===== src/rtl/bf16_dot_sequencer_pkg.sv =====
// rtl/bf16_dot_sequencer_pkg.sv - ALU op codes, bf16 constants and FSM encoding shared with alu_bf16
package bf16_dot_sequencer_pkg;

  localparam logic [3:0]  ALU_OP_NONE = 4'b0000;
  localparam logic [3:0]  ALU_OP_ADD  = 4'b0001;
  localparam logic [3:0]  ALU_OP_MUL  = 4'b0010;
  localparam logic [15:0] BF16_ZERO   = 16'h0000;

  typedef enum logic [2:0] {
    ST_IDLE = 3'd0,
    ST_LOAD = 3'd1,
    ST_MUL  = 3'd2,
    ST_ACC  = 3'd3,
    ST_DONE = 3'd4
  } state_t;

  // Magnitude bits only: +0 and -0 both count as zero.
  function automatic logic is_bf16_zero(input logic [14:0] mag);
    return mag == 15'd0;
  endfunction

endpackage


===== src/rtl/bf16_dot_sequencer_if.sv =====
// rtl/bf16_dot_sequencer_if.sv - job control, operand stream, ALU port and result stream bundle
interface bf16_dot_sequencer_if #(
  parameter int CNT_W = 8
);
  logic             start;
  logic [CNT_W-1:0] len;
  logic             in_valid;
  logic             in_ready;
  logic [15:0]      in_a;
  logic [15:0]      in_b;
  logic [15:0]      alu_a;
  logic [15:0]      alu_b;
  logic [3:0]       alu_ctrl;
  logic [15:0]      alu_y;
  logic             out_valid;
  logic             out_ready;
  logic [15:0]      out_result;
  logic             busy;

  // Sequencer side.
  modport slave (
    input  start, len, in_valid, in_a, in_b, alu_y, out_ready,
    output in_ready, alu_a, alu_b, alu_ctrl, out_valid, out_result, busy
  );

  // Producer/consumer/ALU side.
  modport master (
    output start, len, in_valid, in_a, in_b, alu_y, out_ready,
    input  in_ready, alu_a, alu_b, alu_ctrl, out_valid, out_result, busy
  );
endinterface


===== src/rtl/bf16_dot_sequencer_alu_wait_timer.sv =====
// rtl/bf16_dot_sequencer_alu_wait_timer.sv - loadable down-counter with done flag for ALU latency waits
module bf16_dot_sequencer_alu_wait_timer #(
  parameter int W = 1
) (
  input  logic         clock,
  input  logic         reset,
  input  logic         load_i,
  input  logic [W-1:0] load_val_i,
  output logic         done_o
);

  logic [W-1:0] cnt_q;

  // Load wins over counting; the counter parks at zero once expired.
  always_ff @(posedge clock) begin
    if (reset) begin
      cnt_q <= '0;
    end else if (load_i) begin
      cnt_q <= load_val_i;
    end else if (cnt_q != '0) begin
      cnt_q <= cnt_q - W'(1);
    end
  end

  assign done_o = (cnt_q == '0);

endmodule


===== src/rtl/bf16_dot_sequencer.sv =====
// rtl/bf16_dot_sequencer.sv - bf16 dot-product sequencer driving an external alu_bf16 (option: DOT_ZERO_SKIP_EN)
module bf16_dot_sequencer
  import bf16_dot_sequencer_pkg::*;
#(
  parameter int ALU_LATENCY = 1,
  parameter int CNT_W       = 8
) (
  input logic                  clock,
  input logic                  reset,
  bf16_dot_sequencer_if.slave  bus
);

  localparam int TW = (ALU_LATENCY < 1) ? 1 : $clog2(ALU_LATENCY + 1);
  localparam logic [TW-1:0] LAT = TW'(ALU_LATENCY);

  state_t           state_q;
  logic [CNT_W-1:0] remaining_q;
  logic [15:0]      acc_q;
  logic [15:0]      alu_a_q;
  logic [15:0]      alu_b_q;
  logic [3:0]       alu_ctrl_q;
  logic             out_valid_q;
  logic [15:0]      out_result_q;

  logic xfer;
  logic skip_pair;
  logic timer_load;
  logic timer_done;

  assign xfer = (state_q == ST_LOAD) && bus.in_valid;

`ifdef DOT_ZERO_SKIP_EN
  // A zero operand makes the product a signed zero, which leaves acc unchanged.
  assign skip_pair = is_bf16_zero(bus.in_a[14:0]) || is_bf16_zero(bus.in_b[14:0]);
`else
  assign skip_pair = 1'b0;
`endif

  // The timer is armed on every ALU issue: MUL from LOAD, ADD from MUL.
  assign timer_load = (xfer && !skip_pair) || ((state_q == ST_MUL) && timer_done);

  bf16_dot_sequencer_alu_wait_timer #(.W(TW)) u_timer (
    .clock      (clock),
    .reset      (reset),
    .load_i     (timer_load),
    .load_val_i (LAT),
    .done_o     (timer_done)
  );

  // Job FSM; every ALU-facing and result output is a register.
  always_ff @(posedge clock) begin
    if (reset) begin
      state_q      <= ST_IDLE;
      remaining_q  <= '0;
      acc_q        <= BF16_ZERO;
      alu_a_q      <= BF16_ZERO;
      alu_b_q      <= BF16_ZERO;
      alu_ctrl_q   <= ALU_OP_NONE;
      out_valid_q  <= 1'b0;
      out_result_q <= BF16_ZERO;
    end else begin
      case (state_q)
        ST_IDLE: begin
          if (bus.start) begin
            remaining_q <= bus.len;
            acc_q       <= BF16_ZERO;
            if (bus.len == '0) begin
              out_result_q <= BF16_ZERO;
              out_valid_q  <= 1'b1;
              state_q      <= ST_DONE;
            end else begin
              state_q <= ST_LOAD;
            end
          end
        end
        ST_LOAD: begin
          if (xfer) begin
            if (skip_pair) begin
              remaining_q <= remaining_q - CNT_W'(1);
              if (remaining_q == CNT_W'(1)) begin
                out_result_q <= acc_q;
                out_valid_q  <= 1'b1;
                state_q      <= ST_DONE;
              end
            end else begin
              alu_a_q    <= bus.in_a;
              alu_b_q    <= bus.in_b;
              alu_ctrl_q <= ALU_OP_MUL;
              state_q    <= ST_MUL;
            end
          end
        end
        ST_MUL: begin
          // alu_b_q doubles as the product register for the add.
          if (timer_done) begin
            alu_a_q    <= acc_q;
            alu_b_q    <= bus.alu_y;
            alu_ctrl_q <= ALU_OP_ADD;
            state_q    <= ST_ACC;
          end
        end
        ST_ACC: begin
          if (timer_done) begin
            acc_q       <= bus.alu_y;
            remaining_q <= remaining_q - CNT_W'(1);
            alu_ctrl_q  <= ALU_OP_NONE;
            if (remaining_q == CNT_W'(1)) begin
              out_result_q <= bus.alu_y;
              out_valid_q  <= 1'b1;
              state_q      <= ST_DONE;
            end else begin
              state_q <= ST_LOAD;
            end
          end
        end
        ST_DONE: begin
          alu_ctrl_q <= ALU_OP_NONE;
          if (bus.out_ready) begin
            out_valid_q <= 1'b0;
            state_q     <= ST_IDLE;
          end
        end
        default: state_q <= ST_IDLE;
      endcase
    end
  end

  assign bus.in_ready   = (state_q == ST_LOAD);
  assign bus.busy       = (state_q != ST_IDLE);
  assign bus.alu_a      = alu_a_q;
  assign bus.alu_b      = alu_b_q;
  assign bus.alu_ctrl   = alu_ctrl_q;
  assign bus.out_valid  = out_valid_q;
  assign bus.out_result = out_result_q;

endmodule


===== src/flat_wrapper.sv =====
// flat-port wrapper written by rule: the top's interface ports become plain ports
module bf16_dot_sequencer_flat import bf16_dot_sequencer_pkg::*;
#(
  parameter int ALU_LATENCY = 1,
  parameter int CNT_W       = 8
)
  (clock, reset, bus_start, bus_len, bus_in_valid, bus_in_a, bus_in_b, bus_alu_y, bus_out_ready, bus_in_ready, bus_alu_a, bus_alu_b, bus_alu_ctrl, bus_out_valid, bus_out_result, bus_busy);
  bf16_dot_sequencer_if #(.CNT_W(CNT_W)) bus_i ();
  input logic clock;
  input logic reset;
  input wire logic [$bits(bus_i.start)-1:0] bus_start;
  input wire logic [$bits(bus_i.len)-1:0] bus_len;
  input wire logic [$bits(bus_i.in_valid)-1:0] bus_in_valid;
  input wire logic [$bits(bus_i.in_a)-1:0] bus_in_a;
  input wire logic [$bits(bus_i.in_b)-1:0] bus_in_b;
  input wire logic [$bits(bus_i.alu_y)-1:0] bus_alu_y;
  input wire logic [$bits(bus_i.out_ready)-1:0] bus_out_ready;
  output wire logic [$bits(bus_i.in_ready)-1:0] bus_in_ready;
  output wire logic [$bits(bus_i.alu_a)-1:0] bus_alu_a;
  output wire logic [$bits(bus_i.alu_b)-1:0] bus_alu_b;
  output wire logic [$bits(bus_i.alu_ctrl)-1:0] bus_alu_ctrl;
  output wire logic [$bits(bus_i.out_valid)-1:0] bus_out_valid;
  output wire logic [$bits(bus_i.out_result)-1:0] bus_out_result;
  output wire logic [$bits(bus_i.busy)-1:0] bus_busy;
  assign bus_i.start = bus_start;
  assign bus_i.len = bus_len;
  assign bus_i.in_valid = bus_in_valid;
  assign bus_i.in_a = bus_in_a;
  assign bus_i.in_b = bus_in_b;
  assign bus_i.alu_y = bus_alu_y;
  assign bus_i.out_ready = bus_out_ready;
  assign bus_in_ready = bus_i.in_ready;
  assign bus_alu_a = bus_i.alu_a;
  assign bus_alu_b = bus_i.alu_b;
  assign bus_alu_ctrl = bus_i.alu_ctrl;
  assign bus_out_valid = bus_i.out_valid;
  assign bus_out_result = bus_i.out_result;
  assign bus_busy = bus_i.busy;
  bf16_dot_sequencer #(.ALU_LATENCY(ALU_LATENCY), .CNT_W(CNT_W)) u_core (.clock(clock), .reset(reset), .bus(bus_i));
endmodule

===== config.mk =====
export PLATFORM = sky130hd
export DESIGN_NAME = bf16_dot_sequencer_flat
export DESIGN_NICKNAME = d
export VERILOG_FILES = /design/src/rtl/bf16_dot_sequencer_pkg.sv /design/src/rtl/bf16_dot_sequencer_if.sv /design/src/rtl/bf16_dot_sequencer_alu_wait_timer.sv /design/src/rtl/bf16_dot_sequencer.sv /design/src/flat_wrapper.sv
export SDC_FILE = /design/constraint.sdc
export NUM_CORES = 1
export LEC_CHECK = 0
export CAP_MARGIN = 25
export CORE_ASPECT_RATIO = 2
export CORE_MARGIN = 5
export CORE_UTILIZATION = 60
export CTS_BUF_LIST = sky130_fd_sc_hd__clkbuf_4
export CTS_CLUSTER_DIAMETER = 150
export DETAILED_ROUTE_END_ITERATION = 8
export DONT_BUFFER_PORTS = 1
export PLACE_DENSITY = 0.76
export SETUP_SLACK_MARGIN = 0.02
export SLEW_MARGIN = 20
export SYNTH_ARGS = -nofsm -noshare
export SYNTH_HDL_FRONTEND = slang
export SYNTH_SLANG_ARGS = --single-unit

===== constraint.sdc =====
create_clock -name clock -period 4.14 [get_ports clock]
set_input_delay 1.242 -clock clock [delete_from_list [all_inputs] [get_ports clock]]
set_output_delay 1.242 -clock clock [all_outputs]
set_load 0.01 [all_outputs]

==> results of run 1 <==
## cells in the mapped netlist (2+ instances only)
cell | n | share of area
o21ai_0 | 11 | 0.016
ha_1 | 2 | 0.0071
a211oi_1 | 35 | 0.075
a31oi_1 | 2 | 0.0036
clkbuf_1 | 15 | 0.016
o211a_1 | 2 | 0.0057
dfxtp_1 | 79 | 0.45
buf_2 | 11 | 0.016
nor3_1 | 5 | 0.0071
buf_4 | 5 | 0.011
a22oi_1 | 2 | 0.0043
nand2_1 | 42 | 0.045
nor2b_1 | 2 | 0.0036
nor2_1 | 42 | 0.045
nand2b_1 | 4 | 0.0071
a21oi_1 | 43 | 0.061
a221oi_1 | 2 | 0.0050
mux2i_1 | 34 | 0.097
nand3b_1 | 3 | 0.0064
buf_1 | 5 | 0.0053
or3_1 | 3 | 0.0053
nor3b_1 | 2 | 0.0043
nand3_1 | 35 | 0.050
inv_1 | 5 | 0.0053
buf_6 | 2 | 0.0064
nor4_1 | 2 | 0.0036
## worst paths after layout
kind / end / depth (start not counted) / startpoint
min: u_core.acc_q[11] / 2 / u_core.acc_q[11]
max reg2reg: u_core.bus.out_result[3] / 5 / u_core.state_q[0]
min reg2reg: u_core.acc_q[11] / 2 / u_core.acc_q[11]
max: bus_in_ready / 1 / u_core.state_q[0]
## flip-flops by register name, indices dropped and copies added, names as in the netlist
signal                 count
u_core.bus.out_valid       1
u_core.u_timer.cnt_q       1
u_core.acc_q              16
u_core.bus.alu_a          16
u_core.bus.alu_ctrl        2
u_core.remaining_q         8
u_core.bus.out_result     16
u_core.state_q             3
u_core.bus.alu_b          16
## per-stage QoR
step,instances,hold slack (ns),cell area (um2)
after global placement,438,0.443,3460
after global routing,455,0.484,3590
after CTS,454,0.462,3570
after floorplan,411,0.436,3520
after detailed placement,438,0.447,3470
final,455,0.464,3590
## worst min-delay path, delay by kind of cell, from the launching register on
family	cells	cell delay (ns)
DFF	1	0.33
and+or+nand+nor	1	0.05
AOI/OAI and AO/OA	1	0.05
## where the power goes
group          internal, mW  total, mW  switching (mW)  leakage [nW]
combinational         0.278      0.700           0.422         0.436
clock                 0.122      0.378           0.255        0.0648
sequential            0.924       1.14           0.212         0.643
total                  1.32       2.21           0.890          1.14
## cell usage in the layout (no fill, tap or decap), types with 2 or more instances in the layout
cell type / instances
o21ai_0: 11
a21oi_1: 42
nor3_1: 5
conb_1: 2
clkinv_1: 2
buf_4: 3
a22oi_1: 2
a21oi_2: 2
ha_1: 2
mux2i_1: 34
nand3b_1: 3
o211a_1: 2
a221oi_1: 2
inv_1: 5
nand3_1: 35
clkinv_2: 4
nand2_1: 42
nor2_1: 41
nor4_1: 2
nor2b_1: 2
a31oi_1: 2
a211oi_1: 35
nand2b_1: 4
clkbuf_4: 10
or3_1: 3
dfxtp_1: 79
## layout make-up
class | count | area share
Inverter | 5 | 0.00523
Multi-Input combinational cell | 289 | 0.488
Timing Repair Buffer | 5 | 0.0160
Clock buffer | 10 | 0.0209
Tap cell | 61 | 0.0213
Clock inverter | 6 | 0.00767
Sequential cell | 79 | 0.441
## per-layer routing
layer	part of all wire	GRT usage	wire length, um	vias to the layer above
li1	-	-	-	1423
met2	0.51	0.383	4500	122
met5	0	0	0	-
met3	0.092	0.0911	804	20
met1	0.36	0.266	3150	1310
met4	0.033	0.115	291	0
## cells by family after synthesis
| logic type | after synthesis | share of synthesized area |
|---|---|---|
| and+or+nand+nor | 146 | 0.194 |
| AOI/OAI and AO/OA | 105 | 0.192 |
| DFF | 79 | 0.450 |
| buffers and inverters | 43 | 0.0595 |
| muxes | 34 | 0.0968 |
| adders and majority gates | 2 | 0.00712 |
| other | 1 | 0.00107 |
==> summary.txt, run 1 <==
Outcome
  • Outcome: completed

GRT
  • Grt total ovfl: 0
  • Antenna violations before repair: 0
  • Number of global-route vias before repair: around 2800
  • First-pass GRT wire length: roughly 14000 um
  • Global Route Usage Sum: 0.236
  • Pin count of the biggest net entering global routing: around 80

STA
  • Max Fclk: 341 MHz
  • Actual slew at the worst max-slew pin: ~0.8 ns
  • Final hold vios: 0
  • Final Cycle Share: 0.708
  • Setup_tns: 0 ns
  • Headroom to the max-slew limit: 0.459
  • Setup violators final: 0
  • Final worst slack: ~1.2 ns
  • Pins Over Slew Limit: 0
  • Period minus WS final: ~2.9 ns
  • Clock Skew: 0.00799 ns
  • RSZ-0062 raised after global routing: no

Critical path
  • Crit Path Class: register to primary output
  • Startpoint Class: register
  • Worst Path Buf+Inv: 0
  • Req. time, crit path: 2.90 ns
  • Data arrival, critical path: approximately 1.7 ns
  • Delay-heaviest family, CP: flip-flops
  • Worst-path cell chain: nor3b_1
  • Setup crit end kind: primary output
  • Max incr delay on CP: ~0.7 ns
  • Reg2reg setup slack: between 1 and 1.5 ns
  • Crit-path max FO: 17
  • Slowest-stage cell, CP: dfxtp_1

Synth
  • EDFF count, synth: 0
  • Synth Register Bits: 79
  • Dominant synthesized flop cell: dfxtp_1
  • YS warnings: 0
  • Ys async rst share: 0
  • Post-synthesis cell area: about 0.0035 mm2
  • Seq/Total Area, Yosys: 0.450
  • Syn avg cell area: 8.57 um2
  • Count of cell types in the netlist: 41
  • Post-Synthesis Cells: 410

Placement
  • GPL Wtd Cong: 0.856
  • IO buf count: 0
  • HPWL Detailed: ~6300 um
  • DP Worst Slack: roughly 1.3 ns

Worst hold path
  • Hold crit path type: register to register

Power
  • Peak VDD IR: ~530 uV
  • Pwr dens: ~620 mW/mm2
  • Leakage: around 1.1 nW
  • Total chip power: about 2.2 mW

Final layout
  • Layout Nets: roughly 450
  • Number of diodes: 0
  • Filler cells: 518
  • Fraction of layout cells with a size suffix above 1: 0.0685
  • Synth-to-layout area growth: 2.06%
  • Core Util, Final: 0.628
  • Multi-input logic area: about 0.0018 mm2
  • Register area: about 0.0016 mm2

Clock network
  • Num CTS Buffers: 9
  • Worst-path clk slew: 0.12 ns
  • CTS H-tree lvls: 3
  • Worst skew pair latency: between 0.4 and 0.5 ns
  • Clock sinks: 79
  • Post-CTS setup buffers: 0
  • Clk buf depth: 2
  • TritonCTS clock tree: yes
  • Clk root buf: clkbuf_4
  • Hold Buf Count CTS: 0
  • Cts repair resizes: 0

Die
  • Starting Density: 0.616
  • Ports: about 120
  • Die Span X: between 60 and 70 um
  • Row cnt: 39
  • Die height: 118 um
  • Die area: between 0.007 and 0.008 mm2
  • Core area: 0.00571 mm2

Job
  • Maxcap violations: 0

Detailed routing
  • Drt pass-1 iters: 4
  • Final wirelength: between 8000 and 9000 um
  • Number of vias per cell: 6.32
  • DRC: 0
  • Routed vias: about 2900
  • DRT antenna net count: 0
  • DR WL/cell: 19.2 um
  • DR iter-0 viols: approximately 130
Power figures use the tool's default switching activity.
==> inputs of run 2 (changes only) <==
==> constraint.sdc (replaced) <==
create_clock -name clock -period 2.9 [get_ports clock]
set_input_delay 0.87 -clock clock [delete_from_list [all_inputs] [get_ports clock]]
set_output_delay 0.87 -clock clock [all_outputs]
set_load 0.01 [all_outputs]
==> summary.txt, run 2 (synthesis results as in run 1) <==
Detailed routing
  • Drt pass-1 iters: 4 (unchanged)
  • Routed vias: 2889 (was 2875)
  • WL met3: 819 um (was 804 um)
  • DRC: 0 (unchanged)
  • Max layer used: met4 (unchanged)
  • DR iter-0 viols: 163 (was 131)
  • Number of vias per cell: 6.34 (was 6.32)
  • DRT antenna net count: 0 (unchanged)
  • Met2 routed WL: 4530 um (was 4500 um)
  • DR WL/cell: 18.8 um (was 19.2 um)
  • Final wirelength: 8590 um (was 8750 um)
  • M1 WL: 3010 um (was 3150 um)

Die
  • Row cnt: 39 (unchanged)
  • Die area: 0.00758 mm2 (unchanged)
  • Die height: 118 um (unchanged)
  • Starting Density: 0.616 (unchanged)
  • Core area: 0.00571 mm2 (unchanged)
  • Ports: 116 (unchanged)
  • Die Span X: 64.1 um (unchanged)

STA
  • Actual slew at the worst max-slew pin: 0.593 ns (was 0.811 ns)
  • Clock Skew: 0.00638 ns (was 0.00799 ns)
  • Max Fclk: between 400 and 500 MHz
  • Pins Over Slew Limit: 0 (unchanged)
  • Final hold vios: 0 (unchanged)
  • Final Cycle Share: 0.857
  • Setup_tns: 0 ns (unchanged)
  • Headroom to the max-slew limit: 0.604 (was 0.459)
  • RSZ-0062 raised after global routing: no (unchanged)
  • Setup violators final: 0 (unchanged)
  • Period minus WS final: ~2.5 ns

Power
  • Clock network fraction of total power: 0.165 (was 0.171)
  • Pwr dens: 874 mW/mm2 (was 617 mW/mm2)
  • Peak VDD IR: 695 uV (was 531 uV)
  • Net Sw Frac: 0.393 (was 0.402)
  • Comb power frac: 0.317 (was 0.316)
  • Cell internal pwr: 1.90 mW (was 1.32 mW)
  • Leakage: 1.15 nW (was 1.14 nW)
  • Switching power of the nets: 1.23 mW (was 890 uW)
  • Sequential share of power: 0.518 (was 0.513)

Placement
  • HPWL Detailed: 6270 um (was 6310 um)
  • Post-place instance area: 0.00348 mm2 (was 0.00347 mm2)
  • GPL Wtd Cong: 0.869 (was 0.856)
  • IO buf count: 0 (unchanged)

Clock network
  • Num CTS Buffers: 9 (unchanged)
  • Clock sinks: 79 (unchanged)
  • Clk root buf: clkbuf_4 (unchanged)
  • Worst-path clk slew: 0.10 ns (was 0.12 ns)
  • TritonCTS clock tree: yes (unchanged)
  • Cts repair resizes: 0 (unchanged)
  • Hold Buf Count CTS: 0 (unchanged)
  • Clk buf depth: 2 (unchanged)
  • CTS H-tree lvls: 3 (unchanged)
  • Post-CTS setup buffers: 0 (unchanged)
  • Worst skew pair latency: 0.42 ns (was 0.43 ns)

Critical path
  • Reg-to-Reg Start: u_core.state_q[2] (was u_core.state_q[0])
  • Max incr delay on CP: 0.66 ns (was 0.70 ns)
  • Setup crit end kind: primary output (unchanged)
  • Slowest-stage cell, CP: dfxtp_1 (unchanged)
  • Worst setup path start: u_core.state_q[0] (unchanged)
  • Worst-path cell chain: nor3b_1 (unchanged)
  • Crit-path max FO: 17 (unchanged)
  • Data arrival, critical path: 1.62 ns (was 1.69 ns)
  • Worst Path Buf+Inv: 0 (unchanged)
  • Crit Path Class: register to primary output (unchanged)
  • Req. time, crit path: 2.03 ns (was 2.90 ns)
  • Delay-heaviest family, CP: flip-flops (unchanged)
  • Startpoint Class: register (unchanged)

GRT
  • First-pass GRT wire length: 14100 um (was 14300 um)
  • Global Route Usage Sum: 0.231 (was 0.236)
  • Grt total ovfl: 0 (unchanged)
  • Number of global-route vias before repair: 2844 (was 2840)
  • Pin count of the biggest net entering global routing: 81 (unchanged)
  • Antenna violations before repair: 0 (unchanged)

Final layout
  • Most frequent cells in the layout: 79 x dfxtp_1, 42 x a21oi_1, 42 x nand2_1 (unchanged)
  • Commonest non-fill, non-tap cell in the layout: dfxtp_1 (unchanged)
  • Layout Nets: 455 (was 452)
  • Post-route cell area: 0.00358 mm2 (was 0.00359 mm2)
  • Synth-to-layout area growth: 1.74% (was 2.06%)
  • Number of diodes: 0 (unchanged)
  • Fraction of layout cells with a size suffix above 1: 0.0709 (was 0.0685)

Worst hold path
  • Min-delay src: u_core.acc_q[6] (was u_core.acc_q[11])
  • Hold crit path type: register to register (unchanged)

Outcome
  • Outcome: completed (unchanged)

Job
  • Maxcap violations: 0 (unchanged)
[run 2: worst paths after layout]
kind	to	slack, ns	cells after the start
setup / recovery	bus_in_ready	0.41	1
hold / removal	u_core.acc_q[6]	0.46	2
setup reg to reg	u_core.bus.out_result[8]	0.63	5
hold reg to reg	u_core.acc_q[6]	0.46	2
[run 2: worst reg2reg max path: stages, from the launching register on]
cell	delay, ns
dfxtp_1	0.51
or3_1	0.52
a21oi_1	0.32
or3_1	0.54
nand2_1	0.13
a21oi_1	0.18
[run 2: per-stage QoR]
step	instances	worst slack, ns	power [mW]	util	hold WS [ns]
finish	456	0.415	3.13	0.626	0.458
global route	456	0.243	3.37	0.626	0.467
CTS	456	0.388	3.15	0.626	0.458
detailed placement	442	0.365	2.64	0.610	0.442
global placement	442	0.415	2.61	0.610	0.442
floorplan	411	0.605	2.48	-	0.436
[run 2: cell type report]
cell class | instances | area (um2)
flip-flops and latches | 79 | 1580
clock buffers | 11 | 82.6
fillers | 511 | 2130
clock inverters | 3 | 12.5
repair buffers | 8 | 60.1
well taps | 61 | 76.3
multi-input cells | 289 | 1740
inverters | 5 | 18.8
[run 2: power by group through the flow]
| stage | registers (mW) | clock network [mW] | logic, mW |
|---|---|---|---|
| finish | 1.62 | 0.516 | 0.992 |
| floorplan | 1.55 | 0 | 0.924 |
| global route | 1.65 | 0.581 | 1.13 |
| global placement | 1.64 | 0 | 0.968 |
| detailed placement | 1.65 | 0 | 0.992 |
| CTS | 1.62 | 0.529 | 0.994 |
[run 2: routing by layer]
layer	vias up	global-route usage
met5	-	0
met4	0	0.101
met3	17	0.0977
met2	103	0.392
met1	1345	0.245
li1	1424	-
==> inputs of run 3 (changes only) <==
--- a/config.mk
+++ b/config.mk
@@ -5,6 +5,7 @@
 export SDC_FILE = /design/constraint.sdc
 export NUM_CORES = 1
 export LEC_CHECK = 0
+export ABC_AREA = 0
 export CAP_MARGIN = 25
 export CORE_ASPECT_RATIO = 2
 export CORE_MARGIN = 5
@@ -14,8 +15,7 @@
 export DETAILED_ROUTE_END_ITERATION = 8
 export DONT_BUFFER_PORTS = 1
 export PLACE_DENSITY = 0.76
-export SETUP_SLACK_MARGIN = 0.02
-export SLEW_MARGIN = 20
+export SETUP_SLACK_MARGIN = 0.1
 export SYNTH_ARGS = -nofsm -noshare
 export SYNTH_HDL_FRONTEND = slang
 export SYNTH_SLANG_ARGS = --single-unit
==> results of run 3 <==
Final layout, timing and power as in run 2 (identical DEF).
